### config.mk
export PLATFORM = sky130hd
export DESIGN_NAME = logarithmic_afpm
export DESIGN_NICKNAME = d
export VERILOG_FILES = /design/src/rtl/logarithmic_afpm.sv
export SDC_FILE = /design/constraint.sdc
export NUM_CORES = 1
export LEC_CHECK = 0
export CORE_UTILIZATION = 35
export CTS_CLUSTER_SIZE = 16
export DETAILED_ROUTE_END_ITERATION = 10
export SLEW_MARGIN = 20
export SYNTH_ARGS = -nofsm -noshare
export SYNTH_HDL_FRONTEND = slang
export SYNTH_SLANG_ARGS = --single-unit
### constraint.sdc
create_clock -name clk -period 11.6 [get_ports clk]
set_clock_uncertainty 0.1 [all_clocks]
set_input_delay 2.32 -clock clk [delete_from_list [all_inputs] [get_ports clk]]
set_output_delay 2.32 -clock clk [all_outputs]
set_load 0.02 [all_outputs]
### src/rtl/logarithmic_afpm.sv
// Approximate FP16 multiplier (Mitchell logarithmic approximation) with a
// byte-serial interface. A free-running phase counter, started by reset
// release, frames operand capture and result output. There is no handshake.
module logarithmic_afpm #(
  parameter int unsigned HOLD_CYCLES = 3
) (
  input  logic       clk,
  input  logic       rst_n,
  input  logic       ena,
  input  logic [7:0] ui_in,
  input  logic [7:0] uio_in,
  output logic [7:0] uo_out,
  output logic [7:0] uio_out,
  output logic [7:0] uio_oe
);

  localparam int unsigned LAST = 3 * HOLD_CYCLES;
  localparam int unsigned CW   = $clog2(LAST + 1);

  localparam logic [CW-1:0] CNT_LO_CAP = '0;
  localparam logic [CW-1:0] CNT_HI_CAP = CW'(HOLD_CYCLES);
  localparam logic [CW-1:0] CNT_LOAD   = CW'(HOLD_CYCLES + 1);
  localparam logic [CW-1:0] CNT_HI_OUT = CW'(2 * HOLD_CYCLES + 1);
  localparam logic [CW-1:0] CNT_LAST   = CW'(LAST);

  logic [CW-1:0] cnt;
  logic [15:0]   a_q;
  logic [15:0]   b_q;
  logic [15:0]   r_q;
  logic [7:0]    out_q;

  // Combinational product signals
  logic              sa, sb, sr;
  logic [4:0]        ea, eb;
  logic [9:0]        fa, fb;
  logic [10:0]       fsum;
  logic signed [7:0] er;
  logic              a_nan, b_nan, a_inf, b_inf, a_zero, b_zero;
  logic [15:0]       prod;

  assign uio_out = '0;
  assign uio_oe  = '0;
  assign uo_out  = out_q;

  // ena has no function; the low result byte is only ever sent from prod.
  logic unused_ok;
  assign unused_ok = &{1'b0, ena, r_q[7:0]};

  // Free-running phase counter, 0..3*HOLD_CYCLES then wrap
  always_ff @(posedge clk or negedge rst_n) begin
    if (!rst_n) begin
      cnt <= '0;
    end else if (cnt == CNT_LAST) begin
      cnt <= '0;
    end else begin
      cnt <= cnt + CW'(1);
    end
  end

  // Operand capture: low bytes at phase 0, high bytes at phase HOLD_CYCLES
  always_ff @(posedge clk or negedge rst_n) begin
    if (!rst_n) begin
      a_q <= '0;
      b_q <= '0;
    end else if (cnt == CNT_LO_CAP) begin
      a_q[7:0] <= ui_in;
      b_q[7:0] <= uio_in;
    end else if (cnt == CNT_HI_CAP) begin
      a_q[15:8] <= ui_in;
      b_q[15:8] <= uio_in;
    end
  end

  // Result load and byte-serial output; uo_out holds the high byte until the next load
  always_ff @(posedge clk or negedge rst_n) begin
    if (!rst_n) begin
      r_q   <= '0;
      out_q <= '0;
    end else if (cnt == CNT_LOAD) begin
      r_q   <= prod;
      out_q <= prod[7:0];
    end else if (cnt == CNT_HI_OUT) begin
      out_q <= r_q[15:8];
    end
  end

  // Field split, Mitchell mantissa add, exponent sum and special-case priority
  always_comb begin
    sa = a_q[15];
    sb = b_q[15];
    ea = a_q[14:10];
    eb = b_q[14:10];
    fa = a_q[9:0];
    fb = b_q[9:0];
    sr = sa ^ sb;

    a_nan  = (ea == 5'h1F) && (fa != '0);
    b_nan  = (eb == 5'h1F) && (fb != '0);
    a_inf  = (ea == 5'h1F) && (fa == '0);
    b_inf  = (eb == 5'h1F) && (fb == '0);
    a_zero = (ea == '0);
    b_zero = (eb == '0);

    // Mantissa carry bumps the exponent; the sum bits become the fraction
    fsum = {1'b0, fa} + {1'b0, fb};
    er   = $signed({3'b000, ea}) + $signed({3'b000, eb}) - 8'sd15
         + $signed({7'b0000000, fsum[10]});

    prod = '0;
    if (a_nan || b_nan) begin
      prod = 16'h7E00;
    end else if ((a_inf && b_zero) || (b_inf && a_zero)) begin
      prod = 16'h7E00;
    end else if (a_inf || b_inf) begin
      prod = {sr, 5'h1F, 10'h000};
    end else if (a_zero || b_zero) begin
      prod = {sr, 15'h0000};
    end else if (er >= 8'sd31) begin
      prod = {sr, 5'h1F, 10'h000};
    end else if (er <= 8'sd0) begin
      prod = {sr, 15'h0000};
    end else begin
      prod = {sr, er[4:0], fsum[9:0]};
    end
  end

endmodule

* Word-level counts from Yosys, hierarchy flattened
Index checks and enable logic that the tools add are counted.
** Word-level totals
- Bits in registers :: 60
- Input bits :: 19
- Output and inout port bits :: 24
- Logic and storage cells :: 50
** Cells by class
- Add/sub/neg operators :: 5
- Order comparisons :: 2
- Eq/ne operators :: 6
- Muxes and demuxes :: 9
- Bitwise gates (word level) :: 2
- Reductions and logical operators :: 19
** Operator list (number)
- $mux 15 :: 4
- $mux 16 :: 2
- $logic_not 10->1 :: 2
- $reduce_bool 10->1 :: 2
- $mux 8 :: 2
- $add 10x10->11 :: 1
- $eq 5x5->1 const B :: 2
- $logic_not 5->1 :: 2
- $add 7x2->8 :: 1
- $eq 4x3->1 const B :: 2
- $ge 8x6->1 const B :: 1
- $le 8x1->1 const B :: 1
- $sub 6x4->7 const B :: 1
- $add 5x5->6 :: 1
- $logic_and 1x1->1 :: 6
- $add 4x1->4 const B :: 1
- $eq 4x2->1 const B :: 1
- $eq 4x4->1 const B :: 1
- $logic_not 4->1 :: 1
- $logic_or 1x1->1 :: 4
- $mux 4 :: 1
- $reduce_and 2->1 :: 1
- $reduce_bool 2->1 :: 1
- $not 1->1 :: 1
- $xor 1x1->1 :: 1

* Logic depth before layout (Yosys ltp)
Gate-level depths: netlist of run 1.
- Depth after elaboration :: 11
- Depth in mapped cells :: 17
- Gate-level depth less buffers :: 16

* Worst setup path before layout of run 1
Ideal clock, no wire load.
- Path type :: reg-to-reg
- Start point :: register a_q[0]
- End point :: register out_q[7] (netlist: uo_out[7])
- Arrival time :: 4.035 ns
- Required time :: 11.413 ns
- Path slack :: 7.379 ns
- Stages on the path, launching flop included :: 18
- Cells stage by stage :: dfrtp_1 -> ha_1 -> fa_1 -> a211oi_1 -> o21ai_0 -> a21o_1 -> a21o_1 -> a21o_1 -> a21o_1 -> ha_1 -> ha_1 -> nand3_1 -> and4b_1 -> a211oi_1 -> o221ai_1 -> or4b_1 -> buf_6 -> o221ai_2
** On the way
- Word-level cells in the longest chain between the ends :: 10
- Elaborated cells between the ends (all ways) :: 19
** Ends and longest elaborated chain
- from (decl) :: RTL line 27 : logic [15:0] a_q;
- from (signal assigned) :: RTL line 66 : a_q[7:0] <= ui_in;
- $add 10x10->11 :: RTL line 105 : fsum = {1'b0, fa} + {1'b0, fb};
- $add 7x2->8 :: RTL line 107 : + $signed({7'b0000000, fsum[10]});
- $le 8x1->1 :: RTL line 120 : end else if (er <= 8'sd0) begin
- $mux 15 :: RTL line 120
- $mux 15 :: RTL line 118 : end else if (er >= 8'sd31) begin
- $mux 15 :: RTL line 116 : end else if (a_zero || b_zero) begin
- $mux 15 :: RTL line 114 : end else if (a_inf || b_inf) begin
- $mux 16 :: RTL line 112 : end else if ((a_inf && b_zero) || (b_inf && a_zero)) begin
- $mux 16 (*) :: RTL line 110 : if (a_nan || b_nan) begin
- $mux 8 (*) :: RTL line 79 : end else if (cnt == CNT_LOAD) begin
- to (signal assigned) :: RTL line 81 : out_q <= prod[7:0];
- to (signal assigned) :: RTL line 83 : out_q <= r_q[15:8];
- to (decl) :: RTL line 30 : logic [7:0] out_q;
Every way passes the cells marked *; elsewhere a longest branch is shown, timed or not.
A chain may end at the register's enable or synchronous reset.

* Final worst setup path of run 1
Ends and elaborated chain as after synthesis.

==> results.md, run 1 <==
| Stage | Item | This run |
|:---|:---|:---|
| power and ir drop | Power per cell area | 125 nW/um^2 |
| routing | Per-cell routed wire length | 14.5 um |
| die | Starting Density | 0.364 |
| cells and area | Commonest non-fill, non-tap cell in the layout | dfrtp_1 |
| global route | GRT overflow | 0 |
| timing | Slew Limit Headroom | 0.504 |
| hold path | Class of the most critical hold timing path | flip-flop to flip-flop |
| synthesis | Gate count after technology mapping | 310 |
| placement | Standard cell area after detailed placement | 3530 um^2 |
| timing | Worst-case setup margin in the final layout | 6.71 ns |
| cts | CTS tree | done |
| cells and area | Antenna diode count | 0 |
| timing | Setup repair after global routing missed its margin | no |
| placement | Last weighted congestion value of the routability-driven placer | 0.801 |
| timing | Hold Vio Cnt, Final | 0 |
| cells and area | Layout cells sized above 1 | 0.160 |
| cts | TritonCTS Sinks | 52 |
| routing | Detailed-router iteration count before antenna repair | 7 |
| placement | Setup slack at placement | 6.75 ns |
| run | Total of max-cap violations | 0 |
| synthesis | Synth cell types | 52 |
| routing | Number of vias in the routed layout | 2340 |
| die | Vert. Die Dim | 97.8 um |
| cts | Number of buffers created by CTS | 5 |
| cts | Post-cts hold buffer count | 0 |
| synthesis | Cell type with the highest aggregate area in the netlist | dfrtp_1 |
| synthesis | Top FF cell, synth | dfrtp_1 |
| setup path | Crit end category | flip-flop |
| setup path | Worst-path fanout max | 9 |
| power and ir drop | Static leakage | 0.00156 uW |
| placement | Detailed Place HPWL | 5010 um |
| synthesis | Number of synthesized flops with an enable pin | 0 |
| cells and area | Final-stage net count | 379 |
| placement | Port-buffer cells | 25 |
| cells and area | Most frequent cells in the layout | dfrtp_1 (52), mux2_2 (28), nand2_1 (27) |
| timing | Count of final setup violators | 0 |
| cts | CTS Buffer Depth | 2 |
| synthesis | Mapped Avg Cell Area | 10.4 um^2 |
| timing | Post-route fraction of the period consumed by the critical path | 0.421 |
| cts | Maximum level of the CTS H-tree | 2 |
| synthesis | Dominant cells by area after synthesis | dfrtp_1 (41%), mux2_2 (9.8%), ha_1 (8.2%) |
| setup path | Critical path data required time | 11.72 ns |
| routing | Avg Vias per Cell | 5.25 |
| cells and area | Post-synthesis to final-layout area growth | 12.9% |
| timing | Total negative setup slack | 0 ns |
| run status | Failing checks | design-rule violations |
| timing | Slew at the pin closest to its max-slew limit | 0.743 ns |
| run status | Outcome | complete, but fails checks |
| cts | Setup repair bufs after CTS | 0 |
| synthesis | Share of the synthesized area in the top cell type | 0.405 |
| cts | Clock root cell | clkbuf_8 |
| die | Placement row count | 34 |
| global route | Vias in the first global route | 2284 |
| setup path | Worst Setup Path Type | flip-flop to flip-flop |
| power and ir drop | Peak supply drop | 0.0647 mV |
| synthesis | Share of the yosys chip area belonging to registers | 0.405 |
| cts | Post-cts gate resize count | 0 |
| global route | Antenna violations before repair | 0 |
| timing | Max Fclk | 205 MHz |
| routing | Number of DRC markers after the initial detailed-route iteration | 89 |
| timing | Minimum clock period | 4.89 ns |
| synthesis | Post-synth ARST share | 1.00 |
| synthesis | Area of the mapped netlist | 3210 um^2 |
| routing | Total Routed Length | 6470 um |
| cts | Reg clk slew, reported paths | 0.10 ns |
| cells and area | Post-route design area | 3620 um^2 |
| setup path | Origin of the critical flop-to-flop path | a_q[0]$_DFFE_PN0N_ |
| synthesis | Flops & latches, synth | 52 |
| timing | Total count of max-transition violations in the final report | 0 |
| routing | DRC violations left | 10 |
| global route | Gr usage total | 0.142 |
| die | Core area | 8810 um^2 |
| global route | Maximum number of pins on one net before global-route repair | 53 |
| global route | Wire length of the first global-routing pass | 10800 um |
| routing | Remaining antenna violation count after routing | 0 |
| cts | Clock Latency Late Sink | 0.31 ns |
| die | Die Wd | 97.8 um |
| setup path | Data arrival at the endpoint of the critical path | 5.00 ns |
| die | Top-level port count | 43 |
| setup path | Start point of the critical path | a_q[0]$_DFFE_PN0N_ |
| synthesis | Warnings from Yosys | 0 |
| hold path | Hold path startpoint | uo_out[4]$_DFFE_PN0P_ |
| timing | Post-Route Hold Slack | 0.399 ns |
| setup path | Startpoint types | flip-flop |
| die | Overall die area | 9560 um^2 |
==> registers in the layout, indices dropped and copies added, names as in the netlist <==
name and flops:
a_q 16, b_q 16, r_q 8, uo_out 8, cnt 4
==> final timing paths <==
path	end	slack (ns)	cells past startpoint
worst max register to register	uo_out[7]$_DFFE_PN0P_	6.71	16
worst min-delay path	uo_out[4]$_DFFE_PN0P_	0.40	2
worst max-delay path	uo_out[7]$_DFFE_PN0P_	6.71	16
max in group asynchronous	uo_out[3]$_DFFE_PN0P_	8.95	2
worst min register to register	uo_out[4]$_DFFE_PN0P_	0.40	2
min in group asynchronous	a_q[8]$_DFFE_PN0P_	2.01	2
==> power breakdown <==
part | total, uW | switching (uW) | internal [uW]
clock | 108 | 63.3 | 44.4
combinational | 130 | 71.2 | 58.5
sequential | 214 | 13.0 | 201
total | 451 | 148 | 304
==> cell families (layout without fill, tap and decap cells) <==
group           Yosys count  count (layout)  share of synthesized area
compound gates           71              71                      0.169
xor+xnor                 12              12                     0.0327
fa+ha+maj                23              23                     0.0943
buf+inv                  36              49                     0.0632
flops                    52              52                      0.405
mux                      28              28                     0.0982
other cells               1              16                    0.00117
simple gates             87              87                      0.136
==> metrics by stage <==
stage                     total power (uW)   util  instances
after floorplan                        306      -        325
after global placement                 345  0.400        438
after detailed placement               347  0.400        438
after CTS                              456  0.411        446
after global routing                   480  0.411        446
final                                  451  0.411        446
==> routing by layer <==
layer  vias to the layer above  track usage  share of wire
met3                         8       0.0251          0.040
met2                        61        0.224           0.43
met4                         0       0.0396          0.011
met5                         -            0              0
met1                      1114        0.200           0.52
li1                       1157            -              -
==> synth_stat cells (2+ instances only) <==
master and n:
buf_4 16, a22o_1 2, nand2_1 27, a41oi_1 2
xor2_1 5, nand3_1 8, o21ai_1 2, o221ai_2 7
a221o_1 2, a21oi_1 8, a211oi_1 7, clkbuf_1 6
mux2_2 28, xnor2_1 7, nor4_1 5, fa_1 2
nand2b_1 2, o21ai_0 18, nor2b_1 4, nand3b_1 3
a21o_1 9, and3_1 3, o21a_1 3, inv_1 13
a22oi_1 2, dfrtp_1 52, ha_1 21, nor2_1 21
or4_1 2
==> worst max-delay path, stage by stage (launching register included) <==
cell and delay [ns]:
dfrtp_1 0.42, ha_1 0.23, fa_1 0.43, a211oi_1 0.29, o21ai_0 0.18, a21o_1 0.19, a21o_1 0.20, a21o_1 0.18
a21o_1 0.20, ha_1 0.22, ha_1 0.25, nand3_1 0.10, and4b_1 0.19, a211oi_1 0.35, o221ai_1 0.25, or4b_1 0.75
o221ai_2 0.26
==> cell type report <==
class                      count  area (um^2)
clock buffer                   5         68.8
clock inverter                 3         27.5
fill                         855         5180
inverter                      13         48.8
multi-input combinational    237         1770
sequential                    52         1300
tap                          108          135
timing repair buffer          28          268
(Power assumes the default switching activity.)
==> run 2: changes to the inputs <==
==> constraint.sdc (replaced) <==
create_clock -name clk -period 5 [get_ports clk]
set_clock_uncertainty 0.1 [all_clocks]
set_input_delay 1 -clock clk [delete_from_list [all_inputs] [get_ports clk]]
set_output_delay 1 -clock clk [all_outputs]
set_load 0.02 [all_outputs]
==> results.md, run 2 (synthesis results as in run 1) <==
| Stage | Item | This run |
|:---|:---|:---|
| setup path | Startpoint types | flip-flop |
| cts | Reg clk slew, reported paths | 0.09 ns |
| setup path | Setup slack of the most critical reg-to-reg path | 0.32 ns |
| setup path | Origin of the critical flop-to-flop path | a_q[0]$_DFFE_PN0N_ |
| die | Vert. Die Dim | 97.8 um |
| timing | Total count of max-transition violations in the final report | 0 |
| cells and area | Post-route design area | 3620 um^2 |
| hold path | Class of the most critical hold timing path | flip-flop to flip-flop |
| placement | Detailed Place HPWL | 5140 um |
| cells and area | Antenna diode count | 0 |
| run status | Outcome | complete, but fails checks |
| timing | Minimum clock period | 4.68 ns |
| routing | Remaining antenna violation count after routing | 0 |
| power and ir drop | Overall power consumption | 1050 uW |
| cells and area | Layout cells sized above 1 | 0.160 |
| power and ir drop | Static leakage | 0.00156 uW |
| global route | Vias in the first global route | 2298 |
| global route | Global routing's busiest layer | met2 |
| routing | Avg Vias per Cell | 5.22 |
| cts | CTS Buffer Depth | 2 |
| cells and area | Final-stage net count | 379 |
| cts | Number of buffers created by CTS | 5 |
| cells and area | Commonest non-fill, non-tap cell in the layout | dfrtp_1 |
| setup path | Reg2Reg Depth | 16 |
| global route | Global Route met1 Usage | 0.215 |
| die | Starting Density | 0.364 |
| timing | Slew Limit Headroom | 0.521 |
| timing | Post-Route Hold Slack | 0.408 ns |
| setup path | Worst Setup Path Type | flip-flop to flip-flop |
| cts | Maximum level of the CTS H-tree | 2 |
| routing | Per-cell routed wire length | 14.6 um |
| die | Core area | 8810 um^2 |
| timing | Total negative setup slack | 0 ns |
| placement | Standard cell area after detailed placement | 3530 um^2 |
| timing | Setup repair after global routing missed its margin | no |
| cells and area | Final core utilization | 0.411 |
| power and ir drop | Power per cell area | 289 nW/um^2 |
| die | Overall die area | 9560 um^2 |
| placement | Last weighted congestion value of the routability-driven placer | 0.813 |
| global route | Maximum number of pins on one net before global-route repair | 53 |
| cells and area | Most frequent cells in the layout | dfrtp_1 (52), mux2_2 (28), nand2_1 (27) |
| die | Die Wd | 97.8 um |
| global route | Gr usage total | 0.146 |
| cts | Clock Latency Late Sink | 0.30 ns |
| hold path | Number of cells traversed by the worst hold path | 2 |
| cts | Post-cts gate resize count | 0 |
| timing | Count of final setup violators | 0 |
| cts | Setup repair bufs after CTS | 0 |
| run status | Failing checks | design-rule violations |
| global route | GRT overflow | 0 |
| setup path | Worst reg2reg path endpoint | uo_out[7]$_DFFE_PN0P_ |
| setup path | Worst-path fanout max | 9 |
| die | Placement row count | 34 |
| timing | Slew at the pin closest to its max-slew limit | 0.716 ns |
| placement | Port-buffer cells | 25 |
| cells and area | Post-synthesis to final-layout area growth | 12.9% |
| setup path | Crit end category | flip-flop |
| global route | Antenna violations before repair | 0 |
| cts | TritonCTS Sinks | 52 |
| global route | Met2 layer usage reported by global route | 0.231 |
| timing | Hold Vio Cnt, Final | 0 |
| routing | Number of DRC markers after the initial detailed-route iteration | 125 |
| global route | Grt met3 use | 0.0222 |
| global route | Wire length of the first global-routing pass | 11300 um |
| power and ir drop | Peak supply drop | 0.127 mV |
| timing | Post-route fraction of the period consumed by the critical path | 0.936 |
| cells and area | Largest registers in the final layout | a_q (16), b_q (16) |
| hold path | Hold path startpoint | r_q[15]$_DFFE_PN0P_ |
| setup path | Critical path data required time | 5.12 ns |
| routing | DRC violations left | 10 |
| run | Total of max-cap violations | 0 |
| cts | Post-cts hold buffer count | 0 |
| routing | Number of vias in the routed layout | 2326 |
| die | Top-level port count | 43 |
| cts | Clock root cell | clkbuf_8 |
| timing | Max Fclk | 214 MHz |
| setup path | Data arrival at the endpoint of the critical path | 4.80 ns |
| routing | Total Routed Length | 6530 um |
| routing | Detailed-router iteration count before antenna repair | 7 |
| hold path | Terminating pin of the worst hold path | r_q[15]$_DFFE_PN0P_ |
| cts | CTS tree | done |
## run 2: changes by cell type in the layout (fill, tap and decap cells not counted), sizes merged
cell    previous run  this run
inv               14        13
clkinv             1         0
clkbuf             5         7
## run 2: per-stage QoR
stage | cells | worst slack [ns]
2_1_floorplan | 325 | 0.779
3_3_place_gp | 438 | 0.240
3_5_place_dp | 438 | 0.194
4_1_cts | 446 | 0.183
5_1_grt | 446 | 0.0298
6_report | 446 | 0.319
## run 2: worst max path at each step
stage	cells past startpoint	endpoint	start
2_1_floorplan	17	uo_out[7]$_DFFE_PN0P_	a_q[0]$_DFFE_PN0N_
3_3_place_gp	16	uo_out[7]$_DFFE_PN0P_	a_q[0]$_DFFE_PN0N_
3_5_place_dp	16	uo_out[7]$_DFFE_PN0P_	a_q[0]$_DFFE_PN0N_
4_1_cts	16	uo_out[7]$_DFFE_PN0P_	a_q[0]$_DFFE_PN0N_
5_1_grt	16	uo_out[7]$_DFFE_PN0P_	a_q[0]$_DFFE_PN0N_
6_report	16	uo_out[7]$_DFFE_PN0P_	a_q[0]$_DFFE_PN0N_
## run 2: layout make-up
class	instances	area (um^2)
fillers	859	5180
multi-input cells	237	1780
flip-flops and latches	52	1300
repair buffers	28	268
well taps	108	135
clock buffers	7	86.3
inverters	13	48.8
clock inverters	1	7.51
## run 2: where the power goes
part | internal, uW | leakage [uW] | switching [uW]
clock network | 113 | 0.0000445 | 135
registers | 466 | 0.000611 | 30.7
logic | 136 | 0.000902 | 166
total | 714 | 0.00156 | 332
## run 2: worst max-delay path: stages, from the launching register on
cell and delay (ns):
dfrtp_1 0.41, ha_1 0.23, fa_1 0.42, a211oi_1 0.30, o21ai_0 0.17, a21o_1 0.18
a21o_1 0.20, a21o_1 0.18, a21o_1 0.19, ha_1 0.22, ha_1 0.25, nand3_1 0.09
and4b_1 0.19, a211oi_1 0.36, o221ai_1 0.25, or4b_4 0.63, o221ai_2 0.21
## run 2: layer usage
metal	part of all wire	wire (um)	up-vias
met4	0.0046	30	0
met3	0.030	198	4
li1	-	-	1155
met2	0.45	2940	52
met5	0	0	-
met1	0.51	3350	1115
==> run 3: changes to the inputs <==
--- a/config.mk
+++ b/config.mk
@@ -8,6 +8,7 @@
 export CORE_UTILIZATION = 35
 export CTS_CLUSTER_SIZE = 16
 export DETAILED_ROUTE_END_ITERATION = 10
+export SKIP_CTS_REPAIR_TIMING = 1
 export SLEW_MARGIN = 20
 export SYNTH_ARGS = -nofsm -noshare
 export SYNTH_HDL_FRONTEND = slang
==> constraint.sdc (replaced) <==
create_clock -name clk -period 3.9 [get_ports clk]
set_clock_uncertainty 0.1 [all_clocks]
set_input_delay 0.78 -clock clk [delete_from_list [all_inputs] [get_ports clk]]
set_output_delay 0.78 -clock clk [all_outputs]
set_load 0.02 [all_outputs]
==> results.md, run 3 (synthesis results as in run 1) <==
| Stage | Item | This run |
|:---|:---|:---|
| die | Core area | 8810 um^2 |
| cts | Clock root cell | clkbuf_8 |
| cts | TritonCTS Sinks | 52 |
| cells and area | Largest registers in the final layout | a_q (16), b_q (16) |
| global route | Antenna violations before repair | 0 |
| cells and area | Antenna diode count | 0 |
| setup path | Critical path data required time | 4.02 ns |
| timing | Max Fclk | 248 MHz |
| placement | Port-buffer cells | 25 |
| routing | Remaining antenna violation count after routing | 0 |
| cts | Reg clk slew, reported paths | 0.11 ns |
| timing | Minimum clock period | 4.02 ns |
| routing | Number of vias in the routed layout | 2404 |
| cts | Maximum level of the CTS H-tree | 2 |
| global route | Vias in the first global route | 2400 |
| routing | Per-cell routed wire length | 14.8 um |
| global route | Maximum number of pins on one net before global-route repair | 31 |
| placement | Standard cell area after detailed placement | 3670 um^2 |
| placement | Last weighted congestion value of the routability-driven placer | 0.832 |
| cts | CTS tree | done |
| run status | Failing checks | design-rule violations, negative setup slack |
| die | Placement row count | 34 |
| timing | Post-Route Hold Slack | 0.336 ns |
| placement | Detailed Place HPWL | 5310 um |
| die | Vert. Die Dim | 97.8 um |
| cts | Number of buffers created by CTS | 5 |
| routing | Detailed-router iteration count before antenna repair | 9 |
| timing | Total count of max-transition violations in the final report | 0 |
| cells and area | Layout cells sized above 1 | 0.237 |
| setup path | Reg2Reg Depth | 17 |
| routing | Number of DRC markers after the initial detailed-route iteration | 146 |
| power and ir drop | Static leakage | 0.00166 uW |
| global route | Wire length of the first global-routing pass | 11600 um |
| placement | Placed instance count | 452 |
| timing | Hold Vio Cnt, Final | 0 |
| die | Starting Density | 0.364 |
| cells and area | Most frequent cells in the layout | dfrtp_1 (52), mux2_2 (28), nand2_1 (27) |
| die | Die Wd | 97.8 um |
| timing | Worst-case setup margin in the final layout | -0.125 ns |
| run | Total of max-cap violations | 0 |
| timing | Total negative setup slack | -0.907 ns |
| timing | Post-route fraction of the period consumed by the critical path | 1.03 |
| global route | Gr usage total | 0.150 |
| run status | Outcome | complete, but fails checks |
| timing | Slew Limit Headroom | 0.522 |
| routing | DRC violations left | 12 |
| setup path | Data arrival at the endpoint of the critical path | 4.14 ns |
| routing | Total Routed Length | 6840 um |
| cts | CTS Buffer Depth | 2 |
| timing | Count of final setup violators | 9 |
| die | Overall die area | 9560 um^2 |
| timing | Slew at the pin closest to its max-slew limit | 0.716 ns |
| cells and area | Count of placed standard cells in the final layout, fillers left out | 462 |
| setup path | Startpoint types | flip-flop |
| cts | Clock Latency Late Sink | 0.31 ns |
| hold path | Class of the most critical hold timing path | primary input to asynchronous set/reset pin |
| timing | Setup repair after global routing missed its margin | yes |
| global route | GRT overflow | 0 |
| setup path | Crit end category | flip-flop |
| cells and area | Commonest non-fill, non-tap cell in the layout | dfrtp_1 |
| cells and area | Post-synthesis to final-layout area growth | 20.0% |
| cells and area | Post-route design area | 3850 um^2 |
| die | Top-level port count | 43 |
| cells and area | Final core utilization | 0.437 |
| power and ir drop | Power per cell area | 362 nW/um^2 |
| setup path | Worst Setup Path Type | flip-flop to flip-flop |
| setup path | Worst-path fanout max | 5 |
| cells and area | Final-stage net count | 395 |
| routing | Avg Vias per Cell | 5.20 |
| power and ir drop | Peak supply drop | 0.180 mV |
[run 3: cell types whose count changed in the layout (fill, tap and decap cells not counted), moves of 2 or more]
cell / previous run / this run
ha_1: 21 / 18
a211oi_2: 1 / 3
ha_4: 0 / 2
a211oi_1: 7 / 4
inv_6: 0 / 2
buf_4: 3 / 17
[run 3: where the power goes]
group	switching (uW)	internal [uW]
clock	191	131
combinational	231	207
sequential	36.2	597
total	458	935
[run 3: layer usage]
layer	global-route usage	vias to the layer above	part of all wire
li1	-	1183	-
met1	0.220	1172	0.53
met3	0.0265	4	0.027
met4	0.0210	0	0.0045
met2	0.235	45	0.44
met5	0	-	0
[run 3: cell type report]
class,count,area [um^2]
Clock inverter,3,25.0
Clock buffer,5,68.8
Fill cell,860,4950
Timing Repair Buffer,44,413
Multi-Input combinational cell,237,1860
Tap cell,108,135
Sequential cell,52,1300
Inverter,13,48.8
[run 3: worst paths after layout]
kind	endpoint	from	slack, ns
min in group clk	r_q[15]$_DFFE_PN0P_	r_q[15]$_DFFE_PN0P_	0.40
max	uo_out[7]$_DFFE_PN0P_	a_q[0]$_DFFE_PN0N_	-0.12
min reg2reg	r_q[15]$_DFFE_PN0P_	r_q[15]$_DFFE_PN0P_	0.40
max in group asynchronous	a_q[10]$_DFFE_PN0P_	rst_n	2.57
max reg2reg	uo_out[7]$_DFFE_PN0P_	a_q[0]$_DFFE_PN0N_	-0.12
min	b_q[1]$_DFFE_PN0N_	rst_n	0.34
[run 3: critical path, stage by stage, from the launching register on]
cell and delay, ns:
dfrtp_1 0.40, ha_2 0.20, fa_2 0.35, a211oi_2 0.23
o21ai_1 0.13, a21o_1 0.17, a21o_1 0.16, a21o_1 0.15
a21o_1 0.19, ha_4 0.18, ha_4 0.17, nand3_2 0.06
and4b_1 0.22, a211oi_4 0.23, o221ai_2 0.14, or4b_4 0.54
buf_8 0.16, o221ai_2 0.15
[run 3: stage by stage]
| step | setup WS (ns) | power [uW] |
|---|---|---|
| finish | -0.125 | 1390 |
| floorplan | -0.0380 | 922 |
| global placement | -0.225 | 1060 |
| global route | -0.291 | 1480 |
| CTS | -0.311 | 1390 |
| detailed placement | -0.269 | 1060 |
